===== config.mk =====
export PLATFORM = sky130hd
export DESIGN_NAME = spi_slave_duplex
export DESIGN_NICKNAME = d
export VERILOG_FILES = /design/src/rtl/spi_pkg.sv /design/src/rtl/spi_sync_edge.sv /design/src/rtl/spi_slave_duplex.sv
export SDC_FILE = /design/constraint.sdc
export NUM_CORES = 1
export LEC_CHECK = 0
export CAP_MARGIN = 0
export CORE_MARGIN = 3
export CORE_UTILIZATION = 32
export CTS_CLUSTER_DIAMETER = 120
export DETAILED_ROUTE_END_ITERATION = 7
export GPL_TIMING_DRIVEN = 0
export SLEW_MARGIN = 20
export SYNTH_ARGS = -nofsm -noshare
export SYNTH_HDL_FRONTEND = slang
export SYNTH_SLANG_ARGS = --single-unit

===== constraint.sdc =====
create_clock -name clk -period 2.32 [get_ports clk]
set_clock_uncertainty 0.1 [all_clocks]
set_input_delay 0.464 -clock clk [delete_from_list [all_inputs] [get_ports clk]]
set_output_delay 0.464 -clock clk [all_outputs]
set_load 0.01 [all_outputs]

===== src/rtl/spi_pkg.sv =====
// spi_pkg: shared SPI frame width, mode constants and FSM state encoding
package spi_pkg;
  localparam int SPI_DW = 8;
  localparam logic SPI_CPOL = 1'b0;
  localparam logic SPI_CPHA = 1'b0;
  typedef enum logic {ST_IDLE, ST_SHIFT} state_t;
endpackage


===== src/rtl/spi_sync_edge.sv =====
// spi_sync_edge: N-stage synchroniser with rise/fall pulses on the synchronised level
module spi_sync_edge #(
  parameter int   STAGES  = 2,
  parameter logic RST_VAL = 1'b0
) (
  input  logic clk,
  input  logic rst_n,
  input  logic d,
  output logic rise,
  output logic fall
);
  logic [STAGES:0] s;
  always_ff @(posedge clk or negedge rst_n)
    if (!rst_n) s <= {(STAGES+1){RST_VAL}};
    else s <= {s[STAGES-1:0], d};
  assign rise = s[STAGES-1] & ~s[STAGES];
  assign fall = ~s[STAGES-1] & s[STAGES];
endmodule


===== src/rtl/spi_slave_duplex.sv =====
// spi_slave_duplex: oversampled full-duplex SPI mode-0 slave with one-entry tx buffer
module spi_slave_duplex import spi_pkg::*; #(
  parameter int DATA_WIDTH  = SPI_DW,
  parameter int SYNC_STAGES = 2
) (
  input  logic                  clk,
  input  logic                  rst_n,
  input  logic                  sclk,
  input  logic                  cs_n,
  input  logic                  mosi,
  output logic                  miso,
  output logic                  miso_oe,
  input  logic [DATA_WIDTH-1:0] tx_data,
  input  logic                  tx_valid,
  output logic                  tx_ready,
  output logic [DATA_WIDTH-1:0] rx_data,
  output logic                  rx_valid,
  output logic                  busy,
  output logic                  overrun
);
  localparam int CW = $clog2(DATA_WIDTH);
  state_t state, state_nxt;
  logic sclk_rise, sclk_fall, cs_rise, cs_fall;
  logic [SYNC_STAGES-1:0] mosi_sync;
  logic [DATA_WIDTH-1:0] tx_shift, rx_shift, tx_buf;
  logic [CW-1:0] bit_cnt;
  logic buf_full, reload_pend, starved, hs, take, last_bit, start, active;
  spi_sync_edge #(.STAGES(SYNC_STAGES), .RST_VAL(SPI_CPOL)) u_sclk (
    .clk(clk), .rst_n(rst_n), .d(sclk), .rise(sclk_rise), .fall(sclk_fall));
  spi_sync_edge #(.STAGES(SYNC_STAGES), .RST_VAL(1'b1)) u_cs (
    .clk(clk), .rst_n(rst_n), .d(cs_n), .rise(cs_rise), .fall(cs_fall));
  always_ff @(posedge clk or negedge rst_n)
    if (!rst_n) mosi_sync <= '0;
    else mosi_sync <= {mosi_sync[SYNC_STAGES-2:0], mosi};
  always_ff @(posedge clk or negedge rst_n)
    if (!rst_n) state <= ST_IDLE;
    else state <= state_nxt;
  always_comb
    state_nxt = (state == ST_IDLE) ? (cs_fall ? ST_SHIFT : ST_IDLE) : (cs_rise ? ST_IDLE : ST_SHIFT);
  always_comb begin
    busy    = state == ST_SHIFT;
    miso_oe = busy;
    miso    = busy & tx_shift[DATA_WIDTH-1];
  end
  assign tx_ready = ~buf_full;
  assign hs       = tx_valid & ~buf_full;
  assign last_bit = bit_cnt == CW'(DATA_WIDTH-1);
  assign start    = (state == ST_IDLE) & cs_fall;
  assign active   = (state == ST_SHIFT) & ~cs_rise;
  assign take     = buf_full & (start | (active & ~sclk_rise & sclk_fall & reload_pend));
  // An empty reload between frames only counts as overrun once the next frame is clocked,
  // so the idle sclk fall that ends a single frame does not flag it.
  always_ff @(posedge clk or negedge rst_n)
    if (!rst_n) begin
      tx_shift    <= '0;
      rx_shift    <= '0;
      tx_buf      <= '0;
      rx_data     <= '0;
      bit_cnt     <= '0;
      buf_full    <= 1'b0;
      reload_pend <= 1'b0;
      starved     <= 1'b0;
      rx_valid    <= 1'b0;
      overrun     <= 1'b0;
    end else begin
      rx_valid <= 1'b0;
      buf_full <= hs | (buf_full & ~take);
      if (hs) tx_buf <= tx_data;
      if (hs) overrun <= 1'b0;
      if (start) begin
        tx_shift    <= buf_full ? tx_buf : '0;
        bit_cnt     <= '0;
        reload_pend <= 1'b0;
        starved     <= 1'b0;
        if (!buf_full) overrun <= 1'b1;
      end else if (active && sclk_rise) begin
        rx_shift    <= {rx_shift[DATA_WIDTH-2:0], mosi_sync[SYNC_STAGES-1]};
        bit_cnt     <= last_bit ? '0 : bit_cnt + 1'b1;
        reload_pend <= last_bit;
        starved     <= 1'b0;
        if (starved) overrun <= 1'b1;
        if (last_bit) begin
          rx_data  <= {rx_shift[DATA_WIDTH-2:0], mosi_sync[SYNC_STAGES-1]};
          rx_valid <= 1'b1;
        end
      end else if (active && sclk_fall) begin
        tx_shift    <= reload_pend ? (buf_full ? tx_buf : '0) : tx_shift << 1;
        starved     <= reload_pend & ~buf_full;
        reload_pend <= 1'b0;
      end
    end
endmodule


**Word level (Yosys, flattened, before mapping)**

Cells that the tools add are included.

- Bits in registers: 48
- Latch bits: 0
- RAM bits: 0
- ROM bits: 0
- Input bits: 14
- Output and inout port bits: 14
- Logic and storage cells: 76
- Memories kept: 0

- Add/subtract/negate cells: 1
- $mul: 0
- Div/mod/pow operators: 0
- Magnitude comparators: 0
- Eq/ne operators: 2
- Shift-type cells: 0
- Multiplexer cells: 25
- Bitwise operators: 26
- Reduce and logical (&&, ||, !) cells: 8

Operator list:

| kind | count |
|---|---|
| two-way mux 8 bit | 5 |
| two-way mux 1 bit | 17 |
| bitwise AND 1 bit | 14 |
| inverter 1 bit | 10 |
| two-way mux 3 bit | 3 |
| AND reduction 2 bit | 2 |
| nonzero test 2 bit | 2 |
| adder 3 x 1 -> 3 bit (second input constant) | 1 |
| equality test 3 bit (second input constant) | 1 |
| AND reduction 3 bit | 1 |
| nonzero test 3 bit | 1 |
| logical AND 1 bit | 2 |
| != test 2 bit (second input constant) | 1 |
| OR 1 bit | 2 |

**Longest topological paths before layout**

Gate-level depths: netlist of the first run.

- Word-level depth: 12
- Depth in mapped cells: 5
- Mapped depth without buffers: 4

**Hierarchy**

Synthesis of the first run repeated with hierarchy kept, for this count alone.

- Cells, all modules: 167
- Area total of the unflattened synthesis: 1978.1 sq um

By module, submodules not included:

| module | instances | cells an instance | area each (sq um) | sequential area each (sq um) |
|---|---|---|---|---|
| spi_slave_duplex | 1 | 157 | 1794.2 | 1051.0 |
| spi_sync_edge at u_cs | 1 | 5 | 93.8 | 78.8 |
| spi_sync_edge at u_sclk | 1 | 5 | 90.1 | 75.1 |

**Worst setup path after synthesis of the first run**

No wires, ideal clock.

- Path kind: register to register
- From: register state (netlist: busy)
- To: register tx_shift[0]
- Library setup time: 125 ps
- Arrival time: 1387 ps
- Required time: 2095 ps
- Setup slack: 708 ps
- Stages on the path, launching flop included: 5
- Path buffers: 1
- Period minus slack after synthesis: 1612 ps
- Cells stage by stage: dfrtp_1 > buf_6 > nand2_4 > o32ai_4 > mux2_2

- Word-level cells in the longest chain between the ends: 4
- Elaborated cells between the ends (all ways): 9
- Those cells by class: eq/ne (1); mux (1); bitwise (3); reduce/logical (4)

Ends and longest elaborated chain:

| what | line | RTL |
|---|---|---|
| start: declaration | spi_slave_duplex.sv:22 | `state_t state, state_nxt;` |
| start signal: assignment | spi_slave_duplex.sv:37 | `else state <= state_nxt;` |
| bitwise AND 1 bit / inverter 1 bit (equally long branches) | spi_slave_duplex.sv:49, spi_slave_duplex.sv:48 |  |
| logical AND 1 bit, or another cell as far along | spi_slave_duplex.sv:76 | `end else if (active && sclk_rise) begin` |
| != test 2 bit (no line) / nonzero test 2 bit (equally long branches) | - |  |
| AND reduction 2 bit (no line) | - |  |
| end signal: assignment | spi_slave_duplex.sv:71 | `tx_shift <= buf_full ? tx_buf : '0;` |
| end signal: assignment | spi_slave_duplex.sv:87 | `tx_shift <= reload_pend ? (buf_full ? tx_buf : '0) : tx_shift << 1;` |
| end: declaration | spi_slave_duplex.sv:25 | `logic [DATA_WIDTH-1:0] tx_shift, rx_shift, tx_buf;` |

Several ways; a longest one is shown, not always the timed one.
A chain may end at the register's enable or synchronous reset.

**Final worst setup path of the first run**

- From: register buf_full
- To: output port tx_ready

- Word-level cells in the longest chain between the ends: 1

Ends and longest elaborated chain:

| what | line | RTL |
|---|---|---|
| start: declaration | spi_slave_duplex.sv:27 | `logic buf_full, reload_pend, starved, hs, take, last_bit, start, active;` |
| start signal: assignment | spi_slave_duplex.sv:67 | `buf_full <= hs \| (buf_full & ~take);` |
| inverter 1 bit | spi_slave_duplex.sv:45 | `assign tx_ready = ~buf_full;` |
| end: declaration | spi_slave_duplex.sv:15 | `output logic tx_ready,` |

No other way between the ends.

==> results of run 1 <==
==> state kept, by name, summed over array words and instances (netlist names) <==
signal and count:
bit_cnt 3, buf_full 1, busy 1, mosi_sync 2, overrun 1, reload_pend 1, rx_data 8, rx_shift 7
rx_valid 1, starved 1, tx_buf 8, tx_shift 8, u_cs.s 3, u_sclk.s 3
==> cell usage after synthesis, drive strengths merged (3+ instances only) <==
cell type,instances,area share (%)
dfrtp,45,57
and2,4,1.3
o21ai,3,0.75
dfstp,3,4.0
nor2,3,0.94
mux2,21,12
mux2i,10,5.0
nand2,34,7.2
inv,7,1.3
buf,4,1.4
==> report_power, final <==
part / switching [mW] / leakage [nW] / internal [mW] / total (mW)
Clock: 0.267 / 0.0445 / 0.242 / 0.509
Sequential: 0.104 / 0.613 / 1.03 / 1.13
Combinational: 0.219 / 0.526 / 0.272 / 0.491
==> routing by layer <==
metal	wire length (um)	global-route usage, %	up-vias	part of all wire [%]
met5	0	0	-	0
met4	34	4.317	0	1.0
met3	81	2.621	4	2.4
met2	1612	16.09	18	47
met1	1685	13.49	579	49
li1	-	-	592	-
==> worst max-delay path: cells and delay by family (launching register included) <==
| kind | cells | cell delay [ns] |
|---|---|---|
| buf+inv | 3 | 0.95 |
| flops | 1 | 0.39 |
==> stage by stage <==
stage	hold WS (ns)	setup WS, ns	util [%]	instances	power [mW]
6_report	0.03576	0.1333	41.34	267	2.130
3_3_place_gp	0.2322	-0.7293	39.52	258	1.635
4_1_cts	0.05329	0.09606	41.34	267	2.163
5_1_grt	0.06812	0.01581	41.34	267	2.268
2_1_floorplan	0.06841	0.7084	-	156	1.462
3_5_place_dp	0.2472	0.1966	39.77	259	1.649
==> worst max path at each step <==
stage                                  start                       to  slack, ns
final                     buf_full$_DFF_PN0_                 tx_ready       0.13
after global routing      buf_full$_DFF_PN0_                 tx_ready       0.02
after CTS                 buf_full$_DFF_PN0_                 tx_ready        0.1
after detailed placement            tx_valid    tx_buf[6]$_DFFE_PN0P_       0.20
after global placement                 rst_n    tx_buf[0]$_DFFE_PN0P_      -0.73
after floorplan               busy$_DFF_PN0_  tx_shift[0]$_DFFE_PN0P_       0.71
==> logic make-up after synthesis <==
group,share of synthesized area (%)
adders and majority gates,1.258
DFF,60.57
muxes,16.92
buffers and inverters,3.145
and+or+nand+nor,14.40
AOI/OAI and AO/OA,3.711
==> layout make-up <==
| class | instances | area share, % |
|---|---|---|
| tap | 75 | 3.811 |
| clock inverter | 1 | 0.3049 |
| clock buffer | 7 | 3.506 |
| buffer | 6 | 1.474 |
| inverter | 7 | 1.067 |
| multi-input combinational | 95 | 29.32 |
| timing repair buffer | 28 | 11.59 |
| sequential | 48 | 48.93 |
==> out/results.ini, run 1 <==
[outcome]
status=completed

[critical_path]
end_kind=primary output
reg2reg_depth=3
r2r_end=tx_shift[4]$_DFFE_PN0P_
path_cells=clkbuf_1, inv_1, clkdlybuf4s50_1
cp.arrival_ns=1.62
worstSetupStartpointType=flip-flop
reg2reg_from=u_cs.s[2]$_DFF_PN1_
path_class=reg2out
slowest_delay_ns=0.49
worstPathMaxFanout=10
critPathSlowestCell=clkdlybuf4s50_1
required_ns=1.76
r2r_slack_ns=0.56

[grt]
grt_pass1_wl_um=5865
grt_max_degree=28
grt_usage_pct=10.24
antenna_found_initial=0
grt_overflow_total=0
grt_pass1_vias=1235

[sta]
rsz0062_at_grt=false
finalMaxSlewViolations=0
min_period_ns=2.187
max_freq_mhz=457.3
timing_hold_violations_final=0
setup_viol=0
tightest_slew_ns=0.5691
setup_tns_ns=0
slew_headroom_pct=62.06
period_share_pct=94.25

[floorplan]
start_util_pct=33.40
die_w_um=84.85
rows=28
core_region_area_um2=5956
die_h_um=84.85
pin_count=28
die-area_um2=7199

[power_and_ir_drop]
ir_drop_v=0.0006216
p_per_area_nw_per_um2=865.2
p_leak_nw=1.183

[final_layout]
drive_gt1_share_pct=24.48
final_cell_mix=dfrtp_1, nand2_1, clkdlybuf4s50_1
area_growth_pct=23.77
nets=207
multi_input_area_um2=721.9
final_area_um2=2462
layout_commonest_cell=dfrtp_1
n_antenna_cell=0
ff_latch_area_um2=1205
fillers=573

[clock_tree]
cts.clk_slew.worst_paths_ns=0.08
clock_path_buffers=2
cts_root_buf=clkbuf_8
clock-sinks=48
cts_tree=built
cts_resized=0
clkLatencyLatePin_ns=0.29
numCtsBuffers=5
cts_hold_buf=0
cts.htree.levels=2
postCtsSetupBuffers=0

[placement]
place_hpwl_um=2408
gp_congestion=0.7049
place_area_um2=2369
port_buffers=27

[min_path]
hp-class=in2async

[logic_synthesis]
synth_nets=172
synth-edff-count=0
ys_types=32
yosysSeqAreaShare_pct=60.57
async_flop_share_pct=100.0
synth_area_um2=1989
ys_ff_latch=48
syn_inst=156
yosys_warnings=0
syn_area_per_cell_um2=12.75
synth_top_flop_cell=dfrtp_1

[detailed_routing]
vias=1193
dr.pass1.iters=4
via_per_inst=4.468
drt_iter0_markers=69
ant_nets=0
wl_per_cell_um=12.79
drc_errors=0
totalWireLength_um=3414

[job]
maxCapViolCount=0

Note: power is estimated with default switching activity, not from simulation.
==> run 2, diff against run 1 <==
--- a/config.mk
+++ b/config.mk
@@ -5,6 +5,7 @@
 export SDC_FILE = /design/constraint.sdc
 export NUM_CORES = 1
 export LEC_CHECK = 0
+export ABC_AREA = 1
 export CAP_MARGIN = 0
 export CORE_MARGIN = 3
 export CORE_UTILIZATION = 32
==> run 2 against run 1 <==
Compared with the run above:
- first-iteration DRC count shrank 2.9%
- flip-flop and latch count is the same
- total power grew 6.3%
- clock power grew 3%
- synthesized area grew 6.2%
- worst setup slack gained 0.14 ns
- cell count grew 30%
- utilization grew 0.70 points
- cell area grew 5.3%
- non-clock buffer count grew 3
- global-route usage grew 1.9 points
- synthesized cell count grew 51%
==> out/results.ini, run 2 <==
[logic_synthesis]
yosysTopAreaCell=dfrtp_1  ; unchanged
synthTopCellsByCount=nand2_1, dfrtp_1, nand3_1  ; was dfrtp_1, nand2_1, mux2_2
synth_compound_area_share_pct=5.506  ; was 3.711%
syn_area_per_cell_um2=8.993  ; was 12.75 um2
synth.area.mux_share_pct=0  ; was 16.92%
ys_ff_latch=48  ; unchanged
synth_top_area_share_pct=53.29  ; was 56.60%
ys_top_cells_by_area=dfrtp_1, nand2_1, nand3_1  ; was dfrtp_1, mux2_2, nand2_1
synth_top_flop_cell=dfrtp_1  ; unchanged
synth_nets=251  ; was 172
yosysMostFrequentCell=nand2_1  ; was dfrtp_1
synth_fa_ha_area_share_pct=1.184  ; was 1.258%
ys_types=23  ; was 32
synth-edff-count=0  ; unchanged
async_flop_share_pct=100.0  ; unchanged
yosysSeqAreaShare_pct=57.02  ; was 60.57%
synth_area_um2=2113  ; was 1989 um2
syn_inst=235  ; was 156
yosys.area_share.simple_pct=30.61  ; was 14.40%
synth_top_family_by_area=simple AND/OR/NAND/NOR gates  ; was multiplexers
post_synth_xor_area_fraction_pct=0  ; unchanged
yosys_warnings=0  ; unchanged

[grt]
grt_pass1_wl_um=7210  ; was 5865 um
grt_overflow_total=0  ; unchanged
grt_pass1_vias=1515  ; was 1235
grt_max_degree=28  ; unchanged
antenna_found_initial=0  ; unchanged
grt_usage_pct=12.13  ; was 10.24%

[sta]
worst_hold_slack_ns=0.02378  ; was 0.03576 ns
rsz0062_at_grt=false  ; unchanged
setup_viol=0  ; unchanged
period_share_pct=88.42  ; was 94.25%
timing_hold_violations_final=0  ; unchanged
min_period_ns=2.051  ; was 2.187 ns
slew_headroom_pct=66.16  ; was 62.06%
setup_tns_ns=0  ; unchanged
max_freq_mhz=487.5  ; was 457.3 MHz
finalMaxSlewViolations=0  ; unchanged
tightest_slew_ns=0.5076  ; was 0.5691 ns

[final_layout]
final_cell_mix=nand2_1, dfrtp_1, clkdlybuf4s50_1  ; was dfrtp_1, nand2_1, clkdlybuf4s50_1
drive_gt1_share_pct=13.28  ; was 24.48%
n_antenna_cell=0  ; unchanged
fillers=632  ; was 573
area_growth_pct=22.68  ; was 23.77%
final_area_um2=2592  ; was 2462 um2
layout_commonest_cell=nand2_1  ; was dfrtp_1
nets=286  ; was 207
reg.largest.list=rx_data (8), tx_buf (8), tx_shift (8)  ; unchanged

[floorplan]
die_w_um=87.27  ; was 84.85 um
pin_count=28  ; unchanged
die_h_um=87.27  ; was 84.85 um
start_util_pct=34.27  ; was 33.40%
rows=28  ; unchanged
core_region_area_um2=6166  ; was 5956 um2
die-area_um2=7615  ; was 7199 um2

[detailed_routing]
dr.pass1.iters=4  ; unchanged
via_per_inst=4.647  ; was 4.468
wl_per_cell_um=12.00  ; was 12.79 um
drc_errors=0  ; unchanged
ant_nets=0  ; unchanged
vias=1608  ; was 1193
totalWireLength_um=4151  ; was 3414 um
drt_iter0_markers=67  ; was 69

[critical_path]
r2r_slack_ns=0.72  ; was 0.56 ns
path_delay_family=buffers and inverters  ; unchanged
worstSetupStartpointType=flip-flop  ; unchanged
critPathSlowestCell=clkdlybuf4s50_1  ; unchanged
slowest_delay_ns=0.53  ; was 0.49 ns
cp.arrival_ns=1.49  ; was 1.62 ns
worstPathMaxFanout=6  ; was 10
path_buf_inv=2  ; was 3
end_kind=primary output  ; unchanged
required_ns=1.76  ; about the same
path_cells=nand2_1, inv_1, clkdlybuf4s50_1  ; was clkbuf_1, inv_1, clkdlybuf4s50_1
path_class=reg2out  ; unchanged

[clock_tree]
clkLatencyLatePin_ns=0.30  ; was 0.29 ns
cts.clk_slew.worst_paths_ns=0.08  ; about the same
cts_root_buf=clkbuf_8  ; unchanged
cts_tree=built  ; unchanged
cts_hold_buf=0  ; unchanged
numCtsBuffers=5  ; unchanged
clock-sinks=48  ; unchanged
clock_path_buffers=2  ; unchanged
cts.htree.levels=2  ; unchanged

[power_and_ir_drop]
p_per_area_nw_per_um2=873.2  ; was 865.2 nW/um2
p_leak_nw=1.332  ; was 1.183 nW
power_mw=2.264  ; was 2.130 mW
ir_drop_v=0.0004260  ; was 0.0006216 V

[placement]
place_hpwl_um=2847  ; was 2408 um
gp_congestion=0.8149  ; was 0.7049
place_area_um2=2492  ; was 2369 um2
port_buffers=27  ; unchanged

[outcome]
status=completed  ; unchanged

[min_path]
hp-class=in2async  ; unchanged

[job]
maxCapViolCount=0  ; unchanged

-- run 2: cell types whose count changed in the layout (fill, tap and decap cells not counted), sizes merged, moves of 10 or more --
cell / before / now
mux2: 21 / 0
mux2i: 10 / 0
nand2: 34 / 102
nand3: 2 / 25
o21ai: 3 / 13
-- run 2: final timing paths --
kind / to / cells after the start / from
min in group clk: u_sclk.s[1]$_DFF_PN0_ / 0 / u_sclk.s[0]$_DFF_PN0_
max in group asynchronous: rx_data[6]$_DFFE_PN0P_ / 2 / rst_n
worst max register to register: rx_data[6]$_DFFE_PN0P_ / 6 / busy$_DFF_PN0_
worst min-delay path: mosi_sync[0]$_DFF_PN0_ / 1 / rst_n
worst min register to register: u_sclk.s[1]$_DFF_PN0_ / 0 / u_sclk.s[0]$_DFF_PN0_
worst max-delay path: miso / 3 / busy$_DFF_PN0_
-- run 2: timing repair --
| item | in CTS | in global routing |
|---|---|---|
| endpoints found under the hold margin | 0 | 0 |
| setup buffers | 0 | 0 |
| endpoints found under the setup margin | 0 | 1 |
| gates resized for setup | 0 | 2 |
-- run 2: kinds of logic (layout without fill, tap and decap cells) --
family,Yosys count,in the layout
buf+inv,26,62
flops,48,48
fa+ha+maj,2,2
simple gates,143,143
compound gates,16,16
-- run 2: layer usage --
metal	wire length, um	share of wire (%)	up-vias	track usage [%]
met5	0	0	-	0
met4	86	2.1	0	4.881
met3	153	3.7	7	2.933
met2	1791	43	32	17.60
met1	2120	51	748	17.32
li1	-	-	821	-
-- run 2: per-stage QoR --
step           util (%)  std cells  worst slack (ns)
2_1_floorplan         -        235            0.8916
3_3_place_gp      40.18        337           -0.6806
3_5_place_dp      40.42        338            0.3978
4_1_cts           41.96        346           0.04960
5_1_grt           42.05        346            0.1874
6_report          42.05        346            0.2687
-- run 2: cell type report --
type | count | area, um2 | area share [%]
sequential | 48 | 1205 | 46.48
multi-input combinational | 161 | 788.3 | 30.41
timing repair buffer | 28 | 287.8 | 11.10
tap | 75 | 93.84 | 3.620
clock buffer | 7 | 86.33 | 3.330
inverter | 17 | 63.81 | 2.461
buffer | 9 | 58.81 | 2.268
clock inverter | 1 | 8.758 | 0.3378
-- run 2: power breakdown --
| group | total [mW] | switching [mW] | internal [mW] |
|---|---|---|---|
| Combinational | 0.575 | 0.339 | 0.236 |
| Clock | 0.526 | 0.281 | 0.245 |
| Sequential | 1.16 | 0.133 | 1.03 |
| Total | 2.26 | 0.753 | 1.51 |
-- run 2: worst reg2reg max path, stage by stage (launching register included) --
cell     delay (ns)
dfrtp_1        0.50
inv_2          0.17
a21oi_4        0.25
nand3_4        0.17
buf_6          0.20
nand2_1        0.06
nand2_1        0.05
==> run 3, diff against run 2 <==
--- a/config.mk
+++ b/config.mk
@@ -12,6 +12,7 @@
 export CTS_CLUSTER_DIAMETER = 120
 export DETAILED_ROUTE_END_ITERATION = 7
 export GPL_TIMING_DRIVEN = 0
+export RECOVER_POWER = 25
 export SLEW_MARGIN = 20
 export SYNTH_ARGS = -nofsm -noshare
 export SYNTH_HDL_FRONTEND = slang
==> run 3 against run 2 <==
Compared with the run above:
- wire length hardly changed
- count of clock-buffer cells in the layout stayed put
- worst setup slack hardly changed
- highest routed layer unchanged
- critical endpoint unchanged
- sequential power hardly changed
- clock power hardly changed
- die area stayed put
- flip-flop and latch count stayed put
- worst hold slack better by 0.23 ns
- critical path depth stayed put
- largest power group unchanged
- cell count stayed put
==> out/results.ini, run 3 (synthesized netlist as in run 2, its figures left out) <==
[sta]
rsz0062_at_grt=false  ; unchanged
min_period_ns=2.051  ; about the same
slew_headroom_pct=18.88  ; was 66.16%
max_freq_mhz=487.5  ; about the same
period_share_pct=88.42  ; about the same
setup_ws_ns=0.2686  ; was 0.2687 ns
finalMaxSlewViolations=0  ; unchanged
timing_hold_violations_final=0  ; unchanged
setup_viol=0  ; unchanged
setup_tns_ns=0  ; unchanged
tightest_slew_ns=1.217  ; was 0.5076 ns
worst_hold_slack_ns=0.2554  ; was 0.02378 ns

[clock_tree]
cts.clk_slew.worst_paths_ns=0.08  ; about the same
numCtsBuffers=5  ; unchanged
cts_resized=0  ; unchanged
clock_path_buffers=2  ; unchanged
clkLatencyLatePin_ns=0.30  ; about the same
cts_hold_buf=0  ; unchanged
cts_root_buf=clkbuf_8  ; unchanged
postCtsSetupBuffers=0  ; unchanged
cts_tree=built  ; unchanged
cts.htree.levels=2  ; unchanged
clock-sinks=48  ; unchanged

[min_path]
hold-path-cell-count=0
hp-class=reg2reg  ; was in2async
hold-path-endpoint=u_sclk.s[1]$_DFF_PN0_
holdCritStartpoint=u_sclk.s[0]$_DFF_PN0_

[floorplan]
core_region_area_um2=6166  ; unchanged
die-area_um2=7615  ; unchanged
rows=28  ; unchanged
die_h_um=87.27  ; unchanged
start_util_pct=34.27  ; unchanged
die_w_um=87.27  ; unchanged
pin_count=28  ; unchanged

[final_layout]
final_cell_mix=nand2_1, dfrtp_1, nand3_1, clkdlybuf4s50_1, inv_1  ; was nand2_1, dfrtp_1, clkdlybuf4s50_1
stdcell_count=346  ; unchanged
drive_gt1_share_pct=12.92  ; was 13.28%
reg.largest.list=rx_data (8), tx_buf (8), tx_shift (8)  ; unchanged
fillers=633  ; was 632
final_area_um2=2591  ; was 2592 um2
n_antenna_cell=0  ; unchanged
nets=286  ; unchanged
layout_commonest_cell=nand2_1  ; unchanged
postLayoutCoreUtil_pct=42.03  ; was 42.05%
area_growth_pct=22.62  ; was 22.68%

[detailed_routing]
drc_errors=0  ; unchanged
dr.pass1.iters=4  ; unchanged
wl_per_cell_um=11.99  ; was 12.00 um
drt_iter0_markers=67  ; unchanged
vias=1608  ; unchanged
via_per_inst=4.647  ; unchanged
ant_nets=0  ; unchanged
totalWireLength_um=4150  ; was 4151 um

[critical_path]
required_ns=1.76  ; about the same
end_kind=primary output  ; unchanged
r2r_slack_ns=0.72  ; about the same
worstPathMaxFanout=6  ; unchanged
cp.arrival_ns=1.49  ; about the same
reg2reg_from=busy$_DFF_PN0_  ; unchanged
cp-startpoint=busy$_DFF_PN0_  ; unchanged
path_class=reg2out  ; unchanged
path_delay_family=buffers and inverters  ; unchanged
critPathSlowestCell=clkdlybuf4s50_1  ; unchanged
r2r_end=rx_data[6]$_DFFE_PN0P_  ; unchanged
path_cells=nand2_1, inv_1, clkdlybuf4s50_1  ; unchanged
reg2reg_depth=6  ; unchanged
path_buf_inv=2  ; unchanged
worstSetupStartpointType=flip-flop  ; unchanged
slowest_delay_ns=0.53  ; about the same

[power_and_ir_drop]
p_leak_nw=1.330  ; was 1.332 nW
seqPwrFrac_pct=51.4  ; about the same
p_int_mw=1.510  ; was 1.511 mW
power_mw=2.263  ; was 2.264 mW
ir_drop_v=0.0004260  ; about the same
swShare_pct=33.28  ; was 33.27%
power_switching_mw=0.7532  ; was 0.7531 mW
clkPwrFrac_pct=23.2  ; about the same
p_per_area_nw_per_um2=873.4  ; was 873.2 nW/um2
pwr-share-comb_pct=25.4  ; about the same

[placement]
gp_congestion=0.8149  ; unchanged
place_hpwl_um=2847  ; unchanged
port_buffers=27  ; unchanged
pre_cts_ws_ns=0.3978  ; unchanged
place_area_um2=2492  ; unchanged
dp_cells=338  ; unchanged

[outcome]
status=completed  ; unchanged

[grt]
grt_pass1_vias=1515  ; unchanged
grt_max_degree=28  ; unchanged
antenna_found_initial=0  ; unchanged
grt_overflow_total=0  ; unchanged
grt_usage_pct=12.13  ; unchanged
grt_pass1_wl_um=7210  ; unchanged

[job]
maxCapViolCount=0  ; unchanged

-- run 3: worst max path at each step --
stage,endpoint,depth (start not counted)
2_1_floorplan,tx_shift[7]$_DFFE_PN0P_,8
3_3_place_gp,tx_shift[1]$_DFFE_PN0P_,1
3_5_place_dp,overrun$_DFF_PN0_,6
4_1_cts,tx_ready,4
5_1_grt,miso,3
6_report,miso,3
-- run 3: per-layer routing --
layer	vias up	track usage (%)	part of all wire, %
li1	821	-	-
met1	748	17.32	51
met2	32	17.60	43
met3	7	2.933	3.7
met4	0	4.881	2.1
met5	-	0	0
-- run 3: power by group through the flow --
stage	logic (mW)	registers (mW)	clock network [mW]
final	0.575	1.16	0.526
after global routing	0.664	1.18	0.588
after CTS	0.580	1.16	0.546
after detailed placement	0.578	1.17	0
after global placement	0.567	1.17	0
after floorplan	0.397	1.14	0
-- run 3: layout make-up --
| type | instances | area (um2) | share of cell area, % |
|---|---|---|---|
| Clock buffer | 7 | 86.33 | 3.332 |
| Timing Repair Buffer | 28 | 286.5 | 11.06 |
| Tap cell | 75 | 93.84 | 3.621 |
| Multi-Input combinational cell | 161 | 788.3 | 30.42 |
| Inverter | 17 | 63.81 | 2.463 |
| Buffer | 9 | 58.81 | 2.269 |
| Sequential cell | 48 | 1205 | 46.50 |
| Clock inverter | 1 | 8.758 | 0.3380 |
